## config.mk

```make
export PLATFORM = sky130hd
export DESIGN_NAME = sar_logic_cs_param
export DESIGN_NICKNAME = d
export VERILOG_FILES = /design/src/rtl/sar_cs_pkg.sv /design/src/rtl/sar_logic_cs_param_stepper.sv /design/src/rtl/sar_logic_cs_param.sv
export SDC_FILE = /design/constraint.sdc
export NUM_CORES = 1
export LEC_CHECK = 0
export ABC_AREA = 1
export CAP_MARGIN = 20
export CELL_PAD_IN_SITES_DETAIL_PLACEMENT = 0
export CELL_PAD_IN_SITES_GLOBAL_PLACEMENT = 1
export CORE_UTILIZATION = 36
export DETAILED_ROUTE_END_ITERATION = 10
export GPL_TIMING_DRIVEN = 0
export HOLD_SLACK_MARGIN = 0.03
export PLACE_DENSITY_LB_ADDON = 0.05
export REMOVE_ABC_BUFFERS = 1
export SYNTH_ARGS = -nofsm -noshare
export SYNTH_HDL_FRONTEND = slang
export SYNTH_SLANG_ARGS = --single-unit
```

## constraint.sdc

```tcl
create_clock -name clk -period 1.85 [get_ports clk]
set_input_delay 0.37 -clock clk [delete_from_list [all_inputs] [get_ports clk]]
set_output_delay 0.37 -clock clk [all_outputs]
set_load 0.05 [all_outputs]
```

## src/rtl/sar_cs_pkg.sv

```systemverilog
// Shared types and helpers for the parametrised coarse-fine SAR controller.
package sar_cs_pkg;

  typedef enum logic [2:0] {
    ST_IDLE,
    ST_SAMPLE,
    ST_COARSE,
    ST_XFER,
    ST_FINE,
    ST_DONE
  } sar_state_e;

  // Clock cycles from the edge that samples cnvst to the edge raising eoc.
  function automatic int unsigned conv_latency(input int unsigned n,
                                               input int unsigned k,
                                               input int unsigned sample_cycles,
                                               input int unsigned redun);
    return sample_cycles + 2 * k + 1 + 2 * (n - k + redun) + 1;
  endfunction

endpackage

```

## src/rtl/sar_logic_cs_param_stepper.sv

```systemverilog
// One-hot bit pointer walking MSB to LSB with a two-phase (A/B) toggle per bit.
module sar_bit_stepper #(
  parameter int unsigned BITS = 1
) (
  input  logic            clk,
  input  logic            rst_n,
  input  logic            start,
  input  logic            step,
  output logic [BITS-1:0] bit_oh,
  output logic            phase_b,
  output logic            last
);

  logic [BITS-1:0] oh_q, oh_d;
  logic            ph_q, ph_d;

  // Load pointer at MSB on start; otherwise A->B, then B->A of the next bit.
  always_comb begin
    oh_d = oh_q;
    ph_d = ph_q;
    if (start) begin
      oh_d           = '0;
      oh_d[BITS-1]   = 1'b1;
      ph_d           = 1'b0;
    end else if (step) begin
      if (!ph_q) begin
        ph_d = 1'b1;
      end else begin
        ph_d = 1'b0;
        oh_d = oh_q >> 1;
      end
    end
  end

  // Pointer and phase registers.
  always_ff @(posedge clk or negedge rst_n) begin
    if (!rst_n) begin
      oh_q <= '0;
      ph_q <= 1'b0;
    end else begin
      oh_q <= oh_d;
      ph_q <= ph_d;
    end
  end

  assign bit_oh  = oh_q;
  assign phase_b = ph_q;
  assign last    = ph_q & oh_q[0];

endmodule

```

## src/rtl/sar_logic_cs_param.sv

```systemverilog
// Coarse-fine SAR sequencer: sample, coarse search, transfer, fine search, done.
// Every control output is registered from the current state, so it shows up
// one cycle after the state/phase that produced it; comparator decisions are
// latched on the edge that ends the cycle in which its clock is high.
module sar_logic_cs_param
  import sar_cs_pkg::*;
#(
  parameter int unsigned N             = 10,
  parameter int unsigned K             = 7,
  parameter int unsigned SAMPLE_CYCLES = 2,
  parameter int unsigned REDUN         = 1
) (
  input  logic           clk,
  input  logic           rst,
  input  logic           cnvst,
  input  logic           cont,
  input  logic           cmp_out,
  input  logic           cmp_out_coarse,
  output logic [N-1:0]   sar,
  output logic           eoc,
  output logic           cmp_clk,
  output logic           cmp_clk_coarse,
  output logic           s_clk,
  output logic [2*N-1:0] fine_btm,
  output logic [2*K-1:0] coarse_btm,
  output logic           fine_switch_drain,
  output logic           coarse_switch_drain,
  output logic           s_clk_not,
  output logic [2*N-1:0] fine_btm_not,
  output logic [2*K-1:0] coarse_btm_not,
  output logic           fine_switch_drain_not,
  output logic           coarse_switch_drain_not
);

  localparam int unsigned F   = N - K + REDUN;
  localparam int unsigned SCW = (SAMPLE_CYCLES > 1) ? $clog2(SAMPLE_CYCLES) : 1;

  sar_state_e     state_q, state_d;
  logic [SCW-1:0] scnt_q, scnt_d;
  logic [N-1:0]   sar_q, sar_d, code_q, code_d;
  logic [N-1:0]   fp_q, fp_d, fn_q, fn_d;
  logic [K-1:0]   cp_q, cp_d, cn_q, cn_d;
  logic           eoc_q, eoc_d, ck_q, ck_d, ckc_q, ckc_d, s_q, s_d;
  logic           fdr_q, fdr_d, cdr_q, cdr_d;

  logic           sample_last;
  logic [K-1:0]   c_oh;
  logic [F-1:0]   f_oh;
  logic           c_ph, c_last, f_ph, f_last;
  logic [N-1:0]   fmask;
  logic           redund_step;

  assign sample_last = (scnt_q == SCW'(SAMPLE_CYCLES - 1));

  sar_bit_stepper #(.BITS(K)) u_coarse_step (
    .clk    (clk),
    .rst_n  (rst),
    .start  (state_q == ST_SAMPLE && sample_last),
    .step   (state_q == ST_COARSE),
    .bit_oh (c_oh),
    .phase_b(c_ph),
    .last   (c_last)
  );

  sar_bit_stepper #(.BITS(F)) u_fine_step (
    .clk    (clk),
    .rst_n  (rst),
    .start  (state_q == ST_XFER),
    .step   (state_q == ST_FINE),
    .bit_oh (f_oh),
    .phase_b(f_ph),
    .last   (f_last)
  );

  // Fine pointer mapped onto code positions; with redundancy its first bit lands on N-K.
  always_comb begin
    fmask          = '0;
    fmask[F-1:0]   = f_oh;
    redund_step    = (REDUN != 0) && fmask[N-K];
  end

  // Next-state sequencing and sample-length counter.
  always_comb begin
    state_d = state_q;
    scnt_d  = '0;
    unique case (state_q)
      ST_IDLE:   if (cnvst) state_d = ST_SAMPLE;
      ST_SAMPLE: begin
        if (sample_last) state_d = ST_COARSE;
        else             scnt_d  = scnt_q + 1'b1;
      end
      ST_COARSE: if (c_last) state_d = ST_XFER;
      ST_XFER:   state_d = ST_FINE;
      ST_FINE:   if (f_last) state_d = ST_DONE;
      ST_DONE:   state_d = cont ? ST_SAMPLE : ST_IDLE;
      default:   state_d = ST_IDLE;
    endcase
  end

  // Output, bottom-plate and working-code updates for the current state.
  always_comb begin
    sar_d  = sar_q;
    code_d = code_q;
    fp_d   = fp_q;
    fn_d   = fn_q;
    cp_d   = cp_q;
    cn_d   = cn_q;
    eoc_d  = 1'b0;
    ck_d   = 1'b0;
    ckc_d  = 1'b0;
    s_d    = 1'b0;
    fdr_d  = 1'b0;
    cdr_d  = 1'b0;
    unique case (state_q)
      ST_SAMPLE: begin
        s_d    = 1'b1;
        fdr_d  = 1'b1;
        cdr_d  = 1'b1;
        fp_d   = '0;
        fn_d   = '0;
        cp_d   = '0;
        cn_d   = '0;
        code_d = '0;
      end
      ST_COARSE: begin
        if (!c_ph) begin
          ckc_d = 1'b1;
          cp_d  = cp_q | c_oh;
        end else begin
          cp_d = (cp_q & ~c_oh) | (cmp_out_coarse ? c_oh : '0);
          cn_d = (cn_q & ~c_oh) | (cmp_out_coarse ? '0 : c_oh);
        end
      end
      ST_XFER: begin
        fp_d[N-1:N-K]   = cp_q;
        fn_d[N-1:N-K]   = cn_q;
        code_d[N-1:N-K] = cp_q;
      end
      ST_FINE: begin
        if (!f_ph) begin
          ck_d = 1'b1;
          // The redundant step keeps the transferred coarse value as its trial.
          if (!redund_step) fp_d = fp_q | fmask;
        end else begin
          fp_d   = (fp_q & ~fmask) | (cmp_out ? fmask : '0);
          fn_d   = (fn_q & ~fmask) | (cmp_out ? '0 : fmask);
          code_d = (code_q & ~fmask) | (cmp_out ? fmask : '0);
        end
      end
      ST_DONE: begin
        sar_d = code_q;
        eoc_d = 1'b1;
      end
      default: ;
    endcase
  end

  // State and registered outputs.
  always_ff @(posedge clk or negedge rst) begin
    if (!rst) begin
      state_q <= ST_IDLE;
      scnt_q  <= '0;
      sar_q   <= '0;
      code_q  <= '0;
      fp_q    <= '0;
      fn_q    <= '0;
      cp_q    <= '0;
      cn_q    <= '0;
      eoc_q   <= 1'b0;
      ck_q    <= 1'b0;
      ckc_q   <= 1'b0;
      s_q     <= 1'b0;
      fdr_q   <= 1'b0;
      cdr_q   <= 1'b0;
    end else begin
      state_q <= state_d;
      scnt_q  <= scnt_d;
      sar_q   <= sar_d;
      code_q  <= code_d;
      fp_q    <= fp_d;
      fn_q    <= fn_d;
      cp_q    <= cp_d;
      cn_q    <= cn_d;
      eoc_q   <= eoc_d;
      ck_q    <= ck_d;
      ckc_q   <= ckc_d;
      s_q     <= s_d;
      fdr_q   <= fdr_d;
      cdr_q   <= cdr_d;
    end
  end

  assign sar                     = sar_q;
  assign eoc                     = eoc_q;
  assign cmp_clk                 = ck_q;
  assign cmp_clk_coarse          = ckc_q;
  assign s_clk                   = s_q;
  assign fine_btm                = {fp_q, fn_q};
  assign coarse_btm              = {cp_q, cn_q};
  assign fine_switch_drain       = fdr_q;
  assign coarse_switch_drain     = cdr_q;
  assign s_clk_not               = ~s_q;
  assign fine_btm_not            = ~{fp_q, fn_q};
  assign coarse_btm_not          = ~{cp_q, cn_q};
  assign fine_switch_drain_not   = ~fdr_q;
  assign coarse_switch_drain_not = ~cdr_q;

endmodule

```

==> results.md, run 1 <==
* Die Width at 101 um
* Yosys top cell area share at 53.7%
* Power Internal at 3350 uW
* Yosys top cell by area: dfrtp_1
* CP Data Required Time at 1.48 ns
* Leak at 0.00229 uW
* Clock latency on the worst-skew pair at 0.35 ns
* Final worst setup slack at 0.0689 ns
* N_diodes at 0
* Worst-Margin Slew at 0.532 ns
* Worst Hold Depth at 2
* Placed cell count at 592
* Synth top area cells: dfrtp_1, nand2_1, inv_1, o21ai_0, o22ai_2
* Synth warn at 0
* HPWL Detailed at 5.63 mm
* Crit path to: coarse_btm_not[10]
* Worst min path class: reg2reg
* Die area at 0.0101 sq mm
* Cell count of the worst reg-to-reg path at 5
* Pin count of the biggest net entering global routing at 40
* Comb power frac at 45.9%
* Drt first-iter violations at 83
* Status: finished clean
* Std cell rows at 35
* Fraction of the yosys area taken by sequential cells at 53.7%
* Final RePlAce weighted congestion at 0.741
* Reg2Reg Setup Slack at 0.10 ns
* Initial core utilization at 37.5%
* Drt pass-1 iters at 4
* Max Clk Rate at 561 MHz
* Clock Skew at 0.0122 ns
* Final #Nets at 482
* Placed cell area at 0.00448 sq mm
* Final hold vios at 0
* Clock tree buffer depth at 2
* Pre-CTS WS at -0.310 ns
* Design Area, Final at 0.00461 sq mm
* Fraction of layout cells with a size suffix above 1 at 12.5%
* Maxcap violations at 0
* Yosys reg bits at 75
* Syn_area_per_cell at 9.11 sq um
* Area growth syn-to-layout at 31.8%
* Final period util at 96.3%
* Crit path from: cp_q[3]$_DFFE_PN0P_
* Worst-path clk slew at 0.09 ns
* PwrDens at 1410 mW/mm^2
* Final Max Tran Viols at 0
* Buffers on Ports at 92
* Rel. slew slack at 64.6%
* Critical R2R Capture: code_q[8]$_DFFE_PN0P_
* Worst Path Max Fanout at 4
* CTS Buf Count at 9
* Yosys cell types at 31
* Number of global-route vias before repair at 2556
* First-pass GRT wire length at 13.2 mm
* Final core occ at 49.4%
* VDD IR max at 0.000893 V
* Vias per cell at 4.51
* Mapped Area at 0.00350 sq mm
* Cells after synthesis at 384
* Critical path type: reg2out
* Final instance count without filler cells at 610
* Final WL at 8.12 mm
* Min Clock Period, post-route at 1.78 ns
* Clock Sinks at 75
* H-Tree Depth at 3
* ANT nets after route at 0
* Initial antenna violation count at 0
* Arr. time, crit path at 1.41 ns
* Vias at 2752
* Final setup viols at 0
* Psw at 3140 uW
* Setup crit start kind: flip-flop
* Crit end category: primary output
* Sw Ratio at 48.4%
* WL/cell at 13.3 um
* Die height at 101 um
* Critical R2R Launch: state_q[2]$_DFFE_PN0P_
* CTS root buffer: clkbuf_8
* Flop pwr share at 33.7%
* RSZ-0062 raised after global routing: no
* DRC at 0
* CTS tree: done
* Share of power burned in the clock network at 20.5%
* Total grt overflow at 0
* Top Ports at 93
* Core area at 0.00933 sq mm
* GRT Total Usage at 17.1%
[layer usage]
metal | track usage (%) | vias up | wire [um]
li1 | - | 1412 | -
met1 | 25.9 | 1255 | 4260
met2 | 23.2 | 76 | 3360
met3 | 3.81 | 9 | 398
met4 | 7.36 | 0 | 95
met5 | 0 | - | 0
[cells in the mapped netlist]
| cell | n |
|---|---|
| nand2_1 | 83 |
| o21ai_1 | 15 |
| buf_4 | 5 |
| clkbuf_1 | 1 |
| inv_12 | 1 |
| nand4_1 | 1 |
| buf_2 | 2 |
| buf_6 | 3 |
| dfrtp_1 | 75 |
| nor2_8 | 1 |
| a21oi_1 | 1 |
| inv_1 | 65 |
| o21a_1 | 3 |
| inv_4 | 1 |
| o21ai_0 | 32 |
| nand2_2 | 6 |
| nand3_4 | 2 |
| buf_1 | 1 |
| nor2_4 | 2 |
| nand3_1 | 21 |
| nor2_2 | 1 |
| o22ai_1 | 17 |
| nor2_1 | 20 |
| o22ai_2 | 10 |
| nand2_4 | 5 |
| buf_8 | 2 |
| or2_2 | 1 |
| a21oi_4 | 1 |
| o21ai_2 | 3 |
| o221ai_1 | 1 |
| inv_2 | 2 |
[state kept, by name (all words and copies together) (netlist names)]
| name | flops |
|---|---|
| state_q | 3 |
| u_coarse_step.bit_oh | 7 |
| code_q | 10 |
| cn_q | 7 |
| sample_last | 1 |
| fp_q | 10 |
| fn_q | 10 |
| u_fine_step.bit_oh | 4 |
| cp_q | 7 |
| u_coarse_step.phase_b | 1 |
| eoc | 1 |
| sar | 10 |
| cmp_clk_coarse | 1 |
| cmp_clk | 1 |
| u_fine_step.phase_b | 1 |
| coarse_switch_drain | 1 |
[cell usage in the layout (no fill, tap or decap), types with 2 or more instances in the layout]
master,count
nand2_1,83
dlygate4sd2_1,76
dfrtp_1,75
inv_1,65
o21ai_0,32
nor2_1,20
nand3_1,20
o22ai_1,17
o21ai_1,15
o22ai_2,10
clkbuf_8,10
nand2_2,6
clkdlybuf4s15_1,6
nand2_4,5
clkdlybuf4s50_1,4
clkbuf_2,4
o21ai_2,3
o21a_1,3
inv_2,2
nor2_4,2
nand3_4,2
inv_6,2
clkinv_4,2
buf_12,2
[timing repair]
action                                  in CTS  in global routing
gates cloned                                 0                  0
hold buffers                                 1                  0
endpoints found under the setup margin     104                 13
resized for setup                           87                 15
pin swaps                                    1                  0
buffers inserted                             1                  0
endpoints found under the hold margin       36                  0
[cells by family after synthesis]
| logic type | count (synthesis) | share of synthesized area [%] |
|---|---|---|
| AO/OA/AOI/OAI | 83 | 15.6 |
| buffers and inverters | 83 | 11.2 |
| flip-flops | 75 | 53.7 |
| AND/OR/NAND/NOR | 143 | 19.5 |
[area by class of cell]
| type | count | area [sq um] |
|---|---|---|
| fillers | 937 | 4720 |
| flip-flops and latches | 75 | 1880 |
| multi-input cells | 226 | 1230 |
| repair buffers | 95 | 856 |
| inverters | 69 | 274 |
| well taps | 129 | 161 |
| clock buffers | 10 | 138 |
| clock inverters | 6 | 72.6 |
[critical path, cell delays in order, from the launching register on]
cell and delay, ns:
dfrtp_1 0.40, inv_1 0.14, clkdlybuf4s15_1 0.52
[power groups by stage]
stage	Combinational, uW	Clock (uW)	Sequential [uW]
2_1_floorplan	1480	0	2850
3_3_place_gp	3080	0	2220
3_5_place_dp	3090	0	2230
4_1_cts	3000	1380	2190
5_1_grt	3200	1460	2230
6_report	2980	1330	2180
[worst min-delay path by stage]
stage,start,end
after detailed placement,rst,code_q[4]$_DFFE_PN0P_
final,sar[3]$_DFFE_PN0N_,sar[3]$_DFFE_PN0N_
after floorplan,rst,cmp_clk$_DFF_PN0_
after CTS,sar[3]$_DFFE_PN0N_,sar[3]$_DFFE_PN0N_
after global routing,sample_last$_DFF_PN0_,sample_last$_DFF_PN0_
after global placement,sar[3]$_DFFE_PN0N_,sar[3]$_DFFE_PN0N_
[through the flow]
step / total power [uW] / setup TNS (ns) / hold WS, ns
floorplan: 4330 / -2.13 / 0.0744
global placement: 5300 / -186.96 / 0.456
detailed placement: 5310 / -5.10 / 0.376
CTS: 6580 / 0 / 0.480
global route: 6890 / 0 / 0.496
finish: 6490 / 0 / 0.470
No activity file was read; power rests on OpenSTA's default activity.
==> run 2, diff against run 1 <==
--- a/config.mk
+++ b/config.mk
@@ -6,7 +6,7 @@
 export NUM_CORES = 1
 export LEC_CHECK = 0
 export ABC_AREA = 1
-export CAP_MARGIN = 20
+export CAP_MARGIN = 10
 export CELL_PAD_IN_SITES_DETAIL_PLACEMENT = 0
 export CELL_PAD_IN_SITES_GLOBAL_PLACEMENT = 1
 export CORE_UTILIZATION = 36
==> results of run 2 <==
Final layout, timing and power as in run 1 (identical DEF).
